===== config.mk =====
export PLATFORM = sky130hd
export DESIGN_NAME = stream_max_pool
export DESIGN_NICKNAME = d
export VERILOG_FILES = /design/src/rtl/stream_max_pool.sv
export SDC_FILE = /design/constraint.sdc
export NUM_CORES = 1
export LEC_CHECK = 0
export BUFFER_PORTS_ARGS = -buffer_cell sky130_fd_sc_hd__buf_2
export CAP_MARGIN = 20
export CORE_MARGIN = 1.5
export CORE_UTILIZATION = 50
export CTS_CLUSTER_DIAMETER = 30
export DETAILED_ROUTE_END_ITERATION = 10
export PLACE_DENSITY_LB_ADDON = 0.25
export RECOVER_POWER = 50
export SYNTH_ARGS = -nofsm -noshare
export SYNTH_HDL_FRONTEND = slang
export SYNTH_SLANG_ARGS = --single-unit

===== constraint.sdc =====
create_clock -name clk -period 8.9 [get_ports clk]
set_input_delay 1.78 -clock clk [delete_from_list [all_inputs] [get_ports clk]]
set_output_delay 1.78 -clock clk [all_outputs]
set_load 0.05 [all_outputs]

===== src/rtl/stream_max_pool.sv =====
// stream_max_pool: streaming XxY max pooler (stride = window) over an IMG_W x IMG_H frame.
// Latency: a pooled result is registered one cycle after the last pixel of its window is accepted.
// Backpressure: in_ready = !out_valid || out_ready; a stalled result blocks input and holds all counters.
//
// Ports:
//   clk, rst               - clock, asynchronous active-high reset
//   in_valid/in_ready      - pixel handshake, in_data carries a DEPTH-bit pixel in raster order
//   out_valid/out_ready    - result handshake, out_data is the window maximum
//   out_last               - marks the final pooled result of a frame
//
// Build option: define MAXPOOL_SIGNED_EN to compare pixels as two's-complement values;
// otherwise pixels are compared unsigned.

module stream_max_pool #(
  parameter int DEPTH = 8,
  parameter int X     = 3,
  parameter int Y     = 3,
  parameter int IMG_W = 12,
  parameter int IMG_H = 12
) (
  input  logic             clk,
  input  logic             rst,
  input  logic             in_valid,
  output logic             in_ready,
  input  logic [DEPTH-1:0] in_data,
  output logic             out_valid,
  input  logic             out_ready,
  output logic [DEPTH-1:0] out_data,
  output logic             out_last
);

  // Windows per row / per column of the frame.
  localparam int OW = IMG_W / X;
  localparam int OH = IMG_H / Y;

  // Counter widths, never narrower than one bit.
  localparam int CXW = (X  > 1) ? $clog2(X)  : 1;
  localparam int OXW = (OW > 1) ? $clog2(OW) : 1;
  localparam int CYW = (Y  > 1) ? $clog2(Y)  : 1;
  localparam int OYW = (OH > 1) ? $clog2(OH) : 1;

  localparam logic [CXW-1:0] CX_MAX = CXW'(X - 1);
  localparam logic [OXW-1:0] OX_MAX = OXW'(OW - 1);
  localparam logic [CYW-1:0] CY_MAX = CYW'(Y - 1);
  localparam logic [OYW-1:0] OY_MAX = OYW'(OH - 1);

  // Geometry must tile exactly; anything else is rejected at elaboration.
  generate
    if (X < 1 || Y < 1) begin : g_bad_window
      $error("stream_max_pool: X and Y must be at least 1");
    end
    if (IMG_W % X != 0) begin : g_bad_width
      $error("stream_max_pool: IMG_W must be a multiple of X");
    end
    if (IMG_H % Y != 0) begin : g_bad_height
      $error("stream_max_pool: IMG_H must be a multiple of Y");
    end
  endgenerate

  // Position of the current pixel: column inside window, window column,
  // row inside window, window row.
  logic [CXW-1:0] cx;
  logic [OXW-1:0] ox;
  logic [CYW-1:0] cy;
  logic [OYW-1:0] oy;

  // One partial maximum per window column. Not reset: the first pixel of
  // every window overwrites its entry, so stale contents never leak out.
  logic [DEPTH-1:0] col_buf [OW];

  logic             accept;
  logic             cx_end;
  logic             ox_end;
  logic             cy_end;
  logic             oy_end;
  logic             win_start;
  logic             win_done;
  logic             newer;
  logic [DEPTH-1:0] stored;
  logic [DEPTH-1:0] acc;

  assign in_ready = !out_valid || out_ready;
  assign accept   = in_valid && in_ready;

  assign cx_end = (cx == CX_MAX);
  assign ox_end = (ox == OX_MAX);
  assign cy_end = (cy == CY_MAX);
  assign oy_end = (oy == OY_MAX);

  assign win_start = (cx == '0) && (cy == '0);
  assign win_done  = cx_end && cy_end;

  assign stored = col_buf[ox];

  // Strictly-greater test: on ties the stored value is retained.
`ifdef MAXPOOL_SIGNED_EN
  assign newer = $signed(in_data) > $signed(stored);
`else
  assign newer = in_data > stored;
`endif

  always_comb begin
    acc = stored;
    if (win_start || newer) begin
      acc = in_data;
    end
  end

  // Nested raster counters: cx -> ox -> cy -> oy, all wrapping at frame end
  // so the next pixel starts a new frame with no idle cycle.
  always_ff @(posedge clk or posedge rst) begin
    if (rst) begin
      cx <= '0;
      ox <= '0;
      cy <= '0;
      oy <= '0;
    end else if (accept) begin
      if (!cx_end) begin
        cx <= cx + 1'b1;
      end else begin
        cx <= '0;
        if (!ox_end) begin
          ox <= ox + 1'b1;
        end else begin
          ox <= '0;
          if (!cy_end) begin
            cy <= cy + 1'b1;
          end else begin
            cy <= '0;
            if (!oy_end) begin
              oy <= oy + 1'b1;
            end else begin
              oy <= '0;
            end
          end
        end
      end
    end
  end

  always_ff @(posedge clk) begin
    if (accept) begin
      col_buf[ox] <= acc;
    end
  end

  // Single output register. A new window can only complete while in_ready is
  // high, i.e. when the register is empty or being drained this same cycle,
  // so loading never overwrites an untaken result.
  always_ff @(posedge clk or posedge rst) begin
    if (rst) begin
      out_valid <= 1'b0;
      out_data  <= '0;
      out_last  <= 1'b0;
    end else if (accept && win_done) begin
      out_valid <= 1'b1;
      out_data  <= acc;
      out_last  <= ox_end && oy_end;
    end else if (out_ready) begin
      out_valid <= 1'b0;
    end
  end

endmodule


Yosys cells after proc, flatten, opt, wreduce, memory -nomap -nowiden

Memories as Yosys holds them, arrays and structs flattened.
Index checks and enable logic that the tools add are counted.

Add/sub/neg operators: 4
Magnitude comparators: 1
Equal/unequal tests: 4
Multiplexer cells: 9
Reductions and logical operators: 14

Operator list:

| cell                                                           | count |
|---|---|
| 2-bit by 1-bit adder with 2-bit output (second input constant) | 4 |
| 2-bit equality test (second input constant)                    | 4 |
| 8-bit > comparator                                             | 1 |
| 2-bit two-way mux                                              | 4 |
| 8-bit two-way mux                                              | 1 |
| 1-bit logical AND                                              | 5 |
| 2-bit zero test                                                | 2 |
| 1-bit two-way mux                                              | 4 |
| 4-bit AND reduction                                            | 1 |
| 3-bit AND reduction                                            | 1 |
| 1-bit logical OR                                               | 2 |
| 2-bit AND reduction                                            | 1 |
| 2-bit nonzero test                                             | 1 |
| 1-bit zero test                                                | 1 |

Flip-flop bits (word level): 18
Memory bits (writable): 32
Bits of input ports: 12
Output and inout bits: 11
Memories kept: 1

Memories:

| memory  | depth | width | rd ports | clocked after memory_dff | wr ports | line | text |
|---|---|---|---|---|---|---|---|
| col_buf | 4     | 8     | 1        | 0                        | 1        | 69   | `logic [DEPTH-1:0] col_buf [OW];` |

Depth between registers and ports, before layout

Gate-level depths: netlist (run 1).

Depth in word-level cells: 5
Mapped depth: 10

Worst setup path before layout (run 1)

Ideal clock, no wire load.

Kind: input -> output
Start point: input out_ready
End point: output in_ready
Data arrival time: 2,416 ps
Path slack: 4,704 ps
Stages on the path: 2
Path through: nand2b_1 clkbuf_1

Cells in the longest elaborated chain, start to end: 1

Ends and longest elaborated chain:

| what               | line | text |
|---|---|---|
| start: declaration | 27   | `input logic out_ready,` |
| 1-bit logical OR   | 82   | `assign in_ready = !out_valid \|\| out_ready;` |
| end: declaration   | 24   | `output logic in_ready,` |

No other way between the ends.

Final worst setup path (run 1)

Ends and elaborated chain as after synthesis.

==> flow_results.org, run 1 <==
** Outcome
- Status :: finished, final reports clean

** Worst setup path
- Largest delay contributor family on the critical path :: buffers and inverters
- Data arrival time of the critical path :: 2390 ps
- Setup slack on the worst reg-to-reg path comes out at 5360 ps.
- Most common cell on crit path :: buf_2
- Worst setup EP type :: output pin
- Counting both buffers and inverters, the worst setup path holds a total of 2.
- In this run the worst setup path begins at out_ready.
- CP peak stage delay :: 310 ps
- The number of cells on the worst reg-to-reg path is 8.
- By startpoint and endpoint, the worst setup path is classified as primary input to output pin.
- Cell with the largest stage delay on the worst path :: buf_2
- Data on the critical path is required at its endpoint by 7120 ps.
- Crit-path cells :: buf_2, nand2b_1, buf_2
- Maximum net fanout on the critical path :: 8
- The worst register-to-register path begins at ox[0].
- Capture instance of the worst register-to-register path :: col_buf[1][3]
- CP Launch Type :: primary input

** Clock tree
- Clock root buffer :: clkbuf_8
- Post-CTS resize count :: 0
- CTS tree :: yes
- Num CTS Buffers :: 5
- The number of hold buffers added after CTS was 0.
- Maximum number of buffers from clock root to sink :: 2
- H-tree levels :: 2
- CTS Sinks :: 50
- Buffers added to address setup during post-CTS repair amount to 0.
- Clock transition at the registers of the reported paths :: 90 ps
- Insertion delay to the later sink of the worst-skew pair :: 300 ps

** Yosys
- Post-synth design cell area :: 0.00242 sq mm
- Number of nets produced by synthesis :: 199
- By area, the combinational part of the netlist is dominated by multiplexers.
- After synthesis, the share of cell area in mux cells is 0.139.
- Post-Synth Simple-Gate Area :: 0.119
- Synthesis handed over a netlist of 174 instances.
- Cell variety after synth :: 32
- Number of storage elements in the synthesis netlist :: 50
- Share of synthesized cell area in full adder, half adder and majority cells :: 0.0672
- Register area share after synthesis :: 0.583
- Fraction of the mapped netlist area in compound gates :: 0.0610
- Parity-gate share of the synthesized area counting xor and xnor cells :: 0
- The Yosys step of the flow raised 0 warnings.
- Averaged over all synthesized cells, the footprint is 13.9 sq um.

** GRT
- Number of global-route vias before repair :: 1441
- In the global route stage, overall resource usage came out at 0.179.
- Initial antenna violation count :: 0
- Total grt overflow :: 0
- Pin count of the biggest net entering global routing :: 19
- The first global-routing pass estimated 6980 microns of wire.

** STA
- Setup skew after layout :: 7.00 ps
- Measured against its own limit, the worst slew margin works out to 0.542.
- Period utilization :: 0.469
- Setup violations remaining at the end of the flow were counted as 0.
- The number of pins with negative max-slew slack in the final report is 0.
- Worst slew pin tran :: 686 ps
- For this run, the top clock speed supported by timing is 240 MHz.
- After layout, the minimum clock period comes to 4170 ps.
- Setup_tns :: 0 ps
- Worst hold margin :: 475 ps
- Worst setup slack after layout :: 4730 ps
- Unrepaired setup endpoints after global routing :: no
- Count of final hold-check violations :: 0

** Min path
- The startpoint identified for the worst hold timing path is out_last.
- The path class of the tightest hold or removal check is register to register.
- Number of cells on the worst hold path :: 2
- Hold worst-path end :: out_last

** Route
- In the final routed layout, each cell accounts on average for 17.4 microns.
- Drt first-iter violations :: 56
- Total detailed-routing wirelength :: 4390 microns
- The first TritonRoute pass finished after 4 iterations.
- Detailed routing inserted a total of 1440 vias.
- For this run, design rule violations remaining after detail routing come to 0.
- Using the TritonRoute via totals, the vias-per-cell ratio works out to 5.71.
- ANT nets after route :: 0

** Pwr
- Post-route total power :: 0.929 mW
- Summed over all cells, the static leakage comes to 1.11 nW.
- Across the VDD grid, the largest voltage drop is 0.109 mV.
- For this design the ratio of total power to cell area is 350 mW/mm^2.

** Placed design
- Count of port buffers added during placement :: 22
- Detailed placement finished with a half-perimeter wire length of 3260 microns.
- Routability-driven placement finished with a final weighted congestion of 0.770.
- OpenSTA, run right after detailed placement, puts the worst setup slack at 4740 ps.

** Die
- The floorplan step set the die height to 72.6 microns.
- Ports placed on the boundary :: 23
- Die Footprint :: 0.00527 sq mm
- Number of standard-cell rows in the floorplan :: 25
- Starting density of the core :: 0.516
- Die boundary width :: 72.6 microns
- Total core area :: 0.00469 sq mm

** Layout
- Relative to the synthesized area, the layout overhead comes to 9.77%.
- The number of antenna diodes in the final layout is 0.
- Ratio of cells with drive above 1 in the final layout :: 0.293
- Final Net Count :: 222
- Highest-count cells in the layout ignoring fill and taps :: edfxtp_1, buf_2, dfrtp_1
- Leaving out fill and tap cells, the most frequent cell in the layout is edfxtp_1.

** Run
- Across the run, the number of max-cap violations was 0.
==> how the worst max path moves through the flow <==
| stage | end | cells past startpoint |
|---|---|---|
| CTS | in_ready | 3 |
| detailed placement | in_ready | 3 |
| floorplan | in_ready | 2 |
| global route | in_ready | 3 |
| finish | in_ready | 3 |
| global placement | in_ready | 3 |
==> sequential cells by signal, indices dropped and copies added, names as in the netlist <==
register,count
col_buf,32
out_data,8
cx,2
cy,2
ox,2
oy,2
out_last,1
out_valid,1
==> layout make-up <==
class	instances	area (sq um)
clock buffer	7	86.3
clock inverter	1	5.00
fill	367	2040
inverter	11	41.3
multi-input combinational	107	935
sequential	50	1410
tap	54	67.6
timing repair buffer	22	110
==> per-layer routing <==
| metal | track usage | share of wire | up-vias |
|---|---|---|---|
| met5 | 0 | 0 | - |
| met4 | 0.0566 | 0.010 | 0 |
| met3 | 0.0486 | 0.041 | 5 |
| met2 | 0.305 | 0.51 | 32 |
| met1 | 0.224 | 0.44 | 698 |
| li1 | - | - | 705 |
==> worst min-delay path, cell delays in order, from the launching register on <==
cell and delay, ps:
dfrtp_1 350, nand2_1 50, nand2_1 50
==> cells in the mapped netlist (all sizes together) <==
cell,n,area [sq um]
ha,13,163
o211ai,9,67.6
nand4b,2,17.5
o21ai,3,15.0
and3,4,25.0
mux2i,1,10.0
inv,11,41.3
or2,1,6.26
a211o,1,10.0
nand2,14,52.6
nand4,10,68.8
a21o,1,7.51
nand3,9,45.0
buf,3,21.3
a211oi,2,32.5
nor3,1,5.00
mux2,13,146
nand2b,3,18.8
and2,1,6.26
nor2,6,27.5
dfrtp,18,450
mux4,8,180
nor2b,2,15.0
a21oi,3,15.0
edfxtp,32,961
clkbuf,3,11.3
==> kinds of logic after synthesis <==
family | Yosys count
AND/OR/NAND/NOR | 53
flip-flops | 50
multiplexers | 22
AO/OA/AOI/OAI | 19
buffers and inverters | 17
adder cells (fa/ha/maj) | 13
==> through the flow <==
step                instance area, sq um  std cells  utilization
floorplan                           2420        174            -
global placement                    2560        244        0.547
detailed placement                  2560        244        0.547
CTS                                 2660        252        0.566
global route                        2660        252        0.566
finish                              2660        252        0.566
==> report_power, final <==
part / switching [mW] / internal (mW)
clock: 0.0727 / 0.0628
sequential: 0.0466 / 0.356
combinational: 0.233 / 0.158
total: 0.353 / 0.577
Note: power is estimated with default switching activity, not from simulation.
==> run 2, diff against run 1 <==
- clock period: 8.9 -> 3.4 ns (I/O delays scaled with it)
==> run 2 against run 1 <==
  * Total power increased to 2.6 times the previous value
  * Sequential power increased to 2.5 times the previous value
  * Wire length increased by 5.7%
  * Non-clock buffer count increased by 4
  * Worst setup slack got worse by 4500 ps
  * Global-route usage increased by 1.7 points
  * First-iteration DRC count increased by 21%
  * Combinational power increased to 2.8 times the previous value
  * Hold slack got worse by 7.7 ps
  * Critical path type is now register to register
==> flow_results.org, run 2 (synthesis gave the netlist of run 1 again) <==
** Clock tree
- H-tree levels :: 2 (unchanged)
- The number of buffers between clock root and the deepest sink is 2 (unchanged).
- CTS Sinks :: 50 (unchanged)
- The number of buffers inserted by hold repair at cts came to 0 (unchanged).
- Clock root buffer :: clkbuf_8
- The clock-pin slew on the worst setup and hold paths came to 90 ps (about the same).
- The number of cells upsized or downsized after cts was 0 (unchanged).
- TritonCTS built the clock tree.
- Insertion delay to the later sink of the worst-skew pair :: 300 ps (about the same)
- Num CTS Buffers :: 5 (unchanged)
- The number of setup buffers added after CTS is 0 (unchanged).

** GRT
- Wire length of the first global-routing pass :: 7580 microns (+8.6%)
- The number of global-route vias before repair came to 1488 (+3.3%).
- The pin count of the biggest net entering global routing was 19 (unchanged).
- The total routing usage reported by global routing came to 0.196 (+0.0166).
- The number of antenna violations at the first check in global routing was 0 (unchanged).
- The total overflow reported by the global router came to 0 (unchanged).

** Layout
- Area added between synthesis and finish :: 10.2%
- The largest registers in the layout are col_buf: 32 flops, out_data: 8 flops.
- The number of flip-flops under the largest register name was 32 (unchanged).
- The share of layout cells above drive strength 1 is 0.252 (-0.0405).
- Final core area utilization :: 0.569 (+0.00240)
- Final Net Count :: 226 (+1.8%)
- The number of antenna repair diodes came to 0 (unchanged).
- Highest-count cells in the layout ignoring fill and taps :: edfxtp_1, dfrtp_1, nand2_1
- More flip-flops sit in one register than any other, and that register is col_buf.
- Final-layout fill cell count :: 391 (+6.5%)
- Leading cell type in the layout, fill and taps excluded :: edfxtp_1

** Pwr
- Leakage Power :: 1.08 nW (-2.7%)
- The total power density per cell area is 917 mW/mm^2 (+160%).
- Maximum resistive drop on vdd :: 0.318 mV (+190%)

** STA
- Period utilization :: 0.941
- The remaining max-slew budget at the tightest pin is 0.536 (-0.00654).
- Setup repair after global routing left no endpoint under its margin.
- Number of pins with negative max-slew slack in the final report :: 0 (unchanged)
- The final number of hold-violating endpoints is 0 (unchanged).
- The final number of setup-violating endpoints is 0 (unchanged).
- Setup skew after layout :: 6.33 ps (-0.670 ps)
- Clock period minus worst slack :: 3200 ps
- Setup_tns :: 0 ps (unchanged)
- Achievable clock frequency :: 312 MHz
- The slew of the pin with the lowest slew margin is 696 ps (+9.05 ps).

** Placed design
- The weighted congestion reported at the end of routability-driven placement was 0.803 (+4.2%).
- The HPWL after detailed placement came to 3490 microns (+7.1%).
- Count of port buffers added during placement :: 22 (unchanged)

** Run
- Max Cap Viol :: 0 (unchanged)

** Die
- Ports placed on the boundary :: 23 (unchanged)
- The number of placement rows is 25 (unchanged).
- The height of the die is 72.6 microns (unchanged).
- Die Footprint :: 0.00527 sq mm (unchanged)
- Starting density of the core :: 0.516 (unchanged)
- Total core area :: 0.00469 sq mm (unchanged)
- The chip width was 72.6 microns (unchanged).

** Worst setup path
- Worst setup EP type :: register
- Data arrival time of the critical path :: 3250 ps (+860 ps)
- The top fanout value on the critical path was 9 (+1).
- CP Launch Type :: register
- Startpoint-to-endpoint class of the critical path :: register to register
- Worst endpoint required time :: 3450 ps (-3670 ps)

** Route
- Drt first-iter violations :: 68 (+21%)
- The iteration count of the initial detailed-routing pass was 5 (+1).
- Total number of vias :: 1512 (+5.0%)
- Residual DRC count :: 0 (unchanged)
- The post-detailed-route wirelength per cell came to 18.1 microns (+4.1%).
- The ratio of routed vias to standard cells came to 5.91 (+3.4%).
- The wire length after detailed routing was 4640 microns (+5.7%).
- ANT nets after route :: 0 (unchanged)

** Min path
- Classification of the worst-slack hold path :: primary input to asynchronous set/reset pin

** Outcome
- Status :: finished, final reports clean
==> run 2: final cells by class <==
type                    instances  area, sq um  area share
flip-flops and latches         50         1410       0.529
multi-input cells             107          935       0.350
repair buffers                 26          128      0.0478
clock buffers                   5         68.8      0.0258
well taps                      54         67.6      0.0253
inverters                      11         41.3      0.0155
clock inverters                 3         16.3     0.00610
==> run 2: power by group <==
part,switching (mW),internal (mW)
clock network,0.195,0.141
logic,0.659,0.431
registers,0.0885,0.932
==> run 2: metrics by stage <==
stage	hold WS, ps	setup WS, ps	area [sq um]	cells	total power [mW]
after global placement	452	210	2590	248	2.07
after CTS	479	191	2680	256	2.47
after global routing	523	8.63	2670	256	2.62
final	467	199	2670	256	2.45
after floorplan	485	329	2420	174	1.87
after detailed placement	459	194	2590	248	2.14
==> run 2: routing by layer <==
layer / global-route usage / up-vias / routed length (microns)
li1: - / 712 / -
met1: 0.256 / 753 / 2050
met2: 0.328 / 39 / 2370
met3: 0.0431 / 8 / 155
met4: 0.0608 / 0 / 66
met5: 0 / - / 0
==> run 2: worst max-delay path, cell delays in order, from the launching register on <==
cell and delay, ps:
dfrtp_1 500, buf_4 230, mux4_2 560, ha_1 300
nand4_1 130, nor2_2 170, nor2b_1 180, a211oi_4 450
mux2_2 430
==> run 2: worst paths after layout <==
| kind | cells past startpoint | to | slack [ps] | startpoint |
|---|---|---|---|---|
| min in group clk | 2 | out_last | 480 | out_last |
| min | 2 | out_data[6] | 470 | rst |
| min reg2reg | 2 | out_last | 480 | out_last |
| max | 8 | col_buf[1][3] | 200 | ox[0] |
| max reg2reg | 8 | col_buf[1][3] | 200 | ox[0] |
| max in group asynchronous | 2 | cx[0] | 2490 | rst |
==> run 3, diff against run 2 <==
- ABC_AREA: unset -> 1
==> run 3 against run 2 <==
  * Sequential share of layout area fell by 1.2 points
  * Cell area grew 2.3%
  * Total power up 15%
  * Die area is 4.1% higher
  * Clock skew is 0.68 ps lower
  * Largest cell class unchanged
  * Combinational power grew 24%
  * Non-clock buffer count is 4 lower
  * Critical endpoint is now col_buf[3][4]
  * Wire length is 5.2% lower
  * Critical path depth is 4 higher
  * Global-route usage shrank 1.2 points
  * Clock-buffer cell count unchanged
==> flow_results.org, run 3 <==
** Worst setup path
- The worst setup path is launched from a register.
- Startpoint-to-endpoint class of the critical path :: register to register
- On the critical path, the stage with the largest delay is an instance of dfrtp_1.
- Capture instance of the worst register-to-register path :: col_buf[3][4]
- The buffer and inverter count on the worst path was 1 (unchanged).
- Count of cell instances traversed by the critical path :: 12 (+4)
- The worst register-to-register path begins at ox[0].
- The critical path required time came to 3550 ps (+100 ps).
- The critical path data arrival time is 2940 ps (-310 ps).
- Largest delay contributor family on the critical path :: simple AND/OR/NAND/NOR gates
- The top fanout value on the critical path came to 20 (+11).
- The signal on the critical path passes through inv_4, o21ai_0, o22a_4, ha_1, a21oi_1, nor2_1, nor2_1, nand2_1, nand2_4, nand2_2, nand2_1, and2_1.
- The worst setup path is captured at a register.
- CP peak stage delay :: 740 ps (+180 ps)
- The setup slack of the most critical reg-to-reg path is 610 ps (+410 ps).
- The number of cells traversed by the worst register-to-register path is 12 (+4).

** Clock tree
- The number of buffers between clock root and the deepest sink is 2 (unchanged).
- CTS hold repair buffers :: 0 (unchanged)
- Clock root buffer :: clkbuf_8
- The number of setup buffers added after CTS was 0 (unchanged).
- The total CTS buffers came to 5 (unchanged).
- TritonCTS built the clock tree.
- Clock transition at the registers of the reported paths :: 90 ps (about the same)
- Insertion delay to the later sink of the worst-skew pair :: 300 ps (about the same)
- The number of sinks on the clock net came to 50 (unchanged).
- The H-tree level count was 2 (unchanged).
- The number of cells upsized or downsized after cts is 0 (unchanged).

** Pwr
- The total power density per cell area came to 1030 mW/mm^2 (+12%).
- The worst vdd rail ir drop came to 0.697 mV (+120%).
- Leakage Power :: 1.17 nW (+7.8%)

** GRT
- GRT Util Overall :: 0.184 (-0.0117)
- The global-route wire length before repair was 7400 microns (-2.5%).
- Pin count of the biggest net entering global routing :: 21 (+2)
- Total grt overflow :: 0 (unchanged)
- Number of global-route vias before repair :: 1551 (+4.2%)
- The number of antenna violations at the first check in global routing was 0 (unchanged).

** Route
- Avg WL per Cell :: 13.5 microns (-26%)
- ANT nets after route :: 0 (unchanged)
- The ratio of routed vias to standard cells is 5.02 (-15%).
- Drt first-iter violations :: 112 (+65%)
- The iteration count of the initial detailed-routing pass came to 4 (-1).
- Total detailed-routing wirelength :: 4400 microns (-5.2%)
- The number of DRC violations after detailed routing is 0 (unchanged).
- The total number of vias is 1635 (+8.1%).

** Die
- The number of placement rows came to 25 (unchanged).
- Die boundary height :: 74.0 microns (+2.0%)
- Ports placed on the boundary :: 23 (unchanged)
- The chip width was 74.0 microns (+2.0%).
- The total die area came to 0.00548 sq mm (+4.1%).
- Total core area :: 0.00479 sq mm (+2.0%)
- The effective utilization at floorplan is 0.527 (+0.0113).

** Layout
- Ratio of cells with drive above 1 in the final layout :: 0.162 (-0.0903)
- Largest register by flop count :: col_buf
- The final net count was 283 (+25%).
- Number of antenna cells inserted :: 0 (unchanged)
- Footprint of the multi-input gates :: 952 sq um (+1.9%)
- Largest registers ranked by flip-flop count :: col_buf: 32 flops, out_data: 8 flops
- Leaving out fill and tap cells, the most frequent cells in the layout are nand2_1, edfxtp_1, inv_1.
- Final-layout fill cell count :: 398 (+1.8%)
- Leading cell type in the layout, fill and taps excluded :: nand2_1
- Sequential cell area :: 0.00141 sq mm (unchanged)
- The number of flip-flops under the largest register name was 32 (unchanged).
- Final design area excluding fillers :: 0.00273 sq mm (+2.3%)
- Area added between synthesis and finish :: 8.23%

** Run
- Max Cap Viol :: 0 (unchanged)

** Placed design
- The area after detailed placement was 0.00268 sq mm (+3.3%).
- HPWL reported at the end of detailed placement :: 3240 microns (-7.4%)
- The weighted congestion reported at the end of routability-driven placement is 0.861 (+7.3%).
- The total of buffers placed on input and output ports came to 22 (unchanged).

** Yosys
- Of all cell types, the one taking the most synthesized area is edfxtp_1.
- Register area share after synthesis :: 0.560 (-0.0237)
- Most used standard cells in the synthesized netlist :: nand2_1, edfxtp_1, inv_1
- The top-area cell type share of the netlist area is 0.381 (-0.0162).
- Yosys attributes the largest share of cell area to edfxtp_1, dfrtp_1, nand2_1, ha_1, o22a_4.
- Number of synthesized flops with an enable pin :: 32 (unchanged)
- Share of synthesized flip-flops with an asynchronous set or reset :: 0.360 (unchanged)
- Most instantiated flip-flop cell in the synthesis netlist :: edfxtp_1
- Yosys instantiated no cell more often than nand2_1.
- Number of nets produced by synthesis :: 257 (+29%)
- The total number of yosys warnings is 0 (unchanged).
- The synthesized area per cell came to 10.9 sq um (-22%).
- Post-synth design cell area :: 0.00252 sq mm (+4.2%)
- The post-synthesis sequential element count came to 50 (unchanged).
- Cell variety after synth :: 30 (-6.3%)
- The count of mapped cells out of synthesis came to 232 (+33%).

** STA
- Worst slew margin :: 0.437 (-0.0986)
- The highest achievable clock rate was 358 MHz (+15%).
- The post-route clock skew came to 5.65 ps (-0.680 ps).
- The slew of the pin with the lowest slew margin came to 841 ps (+146 ps).
- Setup repair after global routing left no endpoint under its margin.
- Period utilization :: 0.821 (-0.120)
- The setup TNS is 0 ps (unchanged).
- The post-route minimum period was 2790 ps (-409 ps).
- The final number of setup-violating endpoints is 0 (unchanged).
- Count of final hold-check violations :: 0 (unchanged)
- The number of pins with negative max-slew slack in the final report was 0 (unchanged).

** Min path
- Classification of the worst-slack hold path :: primary input to asynchronous set/reset pin

** Outcome
- Status :: finished, final reports clean
[run 3: cell count changes in the layout (fill, tap and decap cells not counted), moves of 5 or more]
| cell | before | now |
|---|---|---|
| and2_1 | 0 | 8 |
| inv_1 | 11 | 20 |
| mux2_2 | 13 | 0 |
| mux4_2 | 8 | 0 |
| nand2_1 | 14 | 48 |
| nand3_1 | 9 | 17 |
| nand3_2 | 0 | 5 |
| nand4_1 | 9 | 1 |
| nor2_1 | 4 | 19 |
| nor2_4 | 0 | 5 |
| o211ai_1 | 9 | 0 |
| o21ai_0 | 2 | 17 |
| o22a_4 | 0 | 5 |
[run 3: power by group]
group	switching, mW	internal, mW	leakage (nW)	total (mW)
registers	0.125	0.995	0.523	1.12
logic	0.906	0.440	0.600	1.35
clock network	0.193	0.145	0.0441	0.338
[run 3: worst max-delay path by stage]
stage	slack [ps]	from	end
floorplan	1080	ox[0]	col_buf[0][1]
global placement	680	ox[0]	col_buf[2][4]
detailed placement	620	ox[0]	col_buf[2][6]
CTS	600	ox[0]	col_buf[2][6]
global route	340	ox[0]	col_buf[2][6]
finish	610	ox[0]	col_buf[3][4]
[run 3: cells by family (layout without fill, tap and decap cells)]
family / Yosys count / count (layout) / synth area share
and+or+nand+nor: 108 / 108 / 0.227
DFF: 50 / 50 / 0.560
buffers and inverters: 28 / 55 / 0.0526
AOI/OAI and AO/OA: 33 / 33 / 0.0967
adders and majority gates: 13 / 13 / 0.0645
[run 3: per-stage QoR]
stage | cells | power [mW] | setup WS (ps) | util | hold slack (ps)
floorplan | 232 | 2.23 | 1080 | - | 454
global placement | 318 | 2.49 | 678 | 0.560 | 464
detailed placement | 318 | 2.51 | 622 | 0.560 | 460
CTS | 326 | 2.85 | 603 | 0.579 | 491
global route | 326 | 3.03 | 342 | 0.570 | 501
finish | 326 | 2.80 | 608 | 0.570 | 469
[run 3: area by class of cell]
cell class,count,share of cell area
inverter,25,0.0353
clock inverter,3,0.00779
clock buffer,5,0.0252
timing repair buffer,22,0.0353
multi-input combinational,154,0.349
sequential,50,0.517
tap,67,0.0307
[run 3: per-layer routing]
metal / track usage / vias up / share of wire
li1: - / 836 / -
met1: 0.267 / 763 / 0.48
met2: 0.281 / 30 / 0.47
met3: 0.0298 / 6 / 0.033
met4: 0.0700 / 0 / 0.015
met5: 0 / - / 0
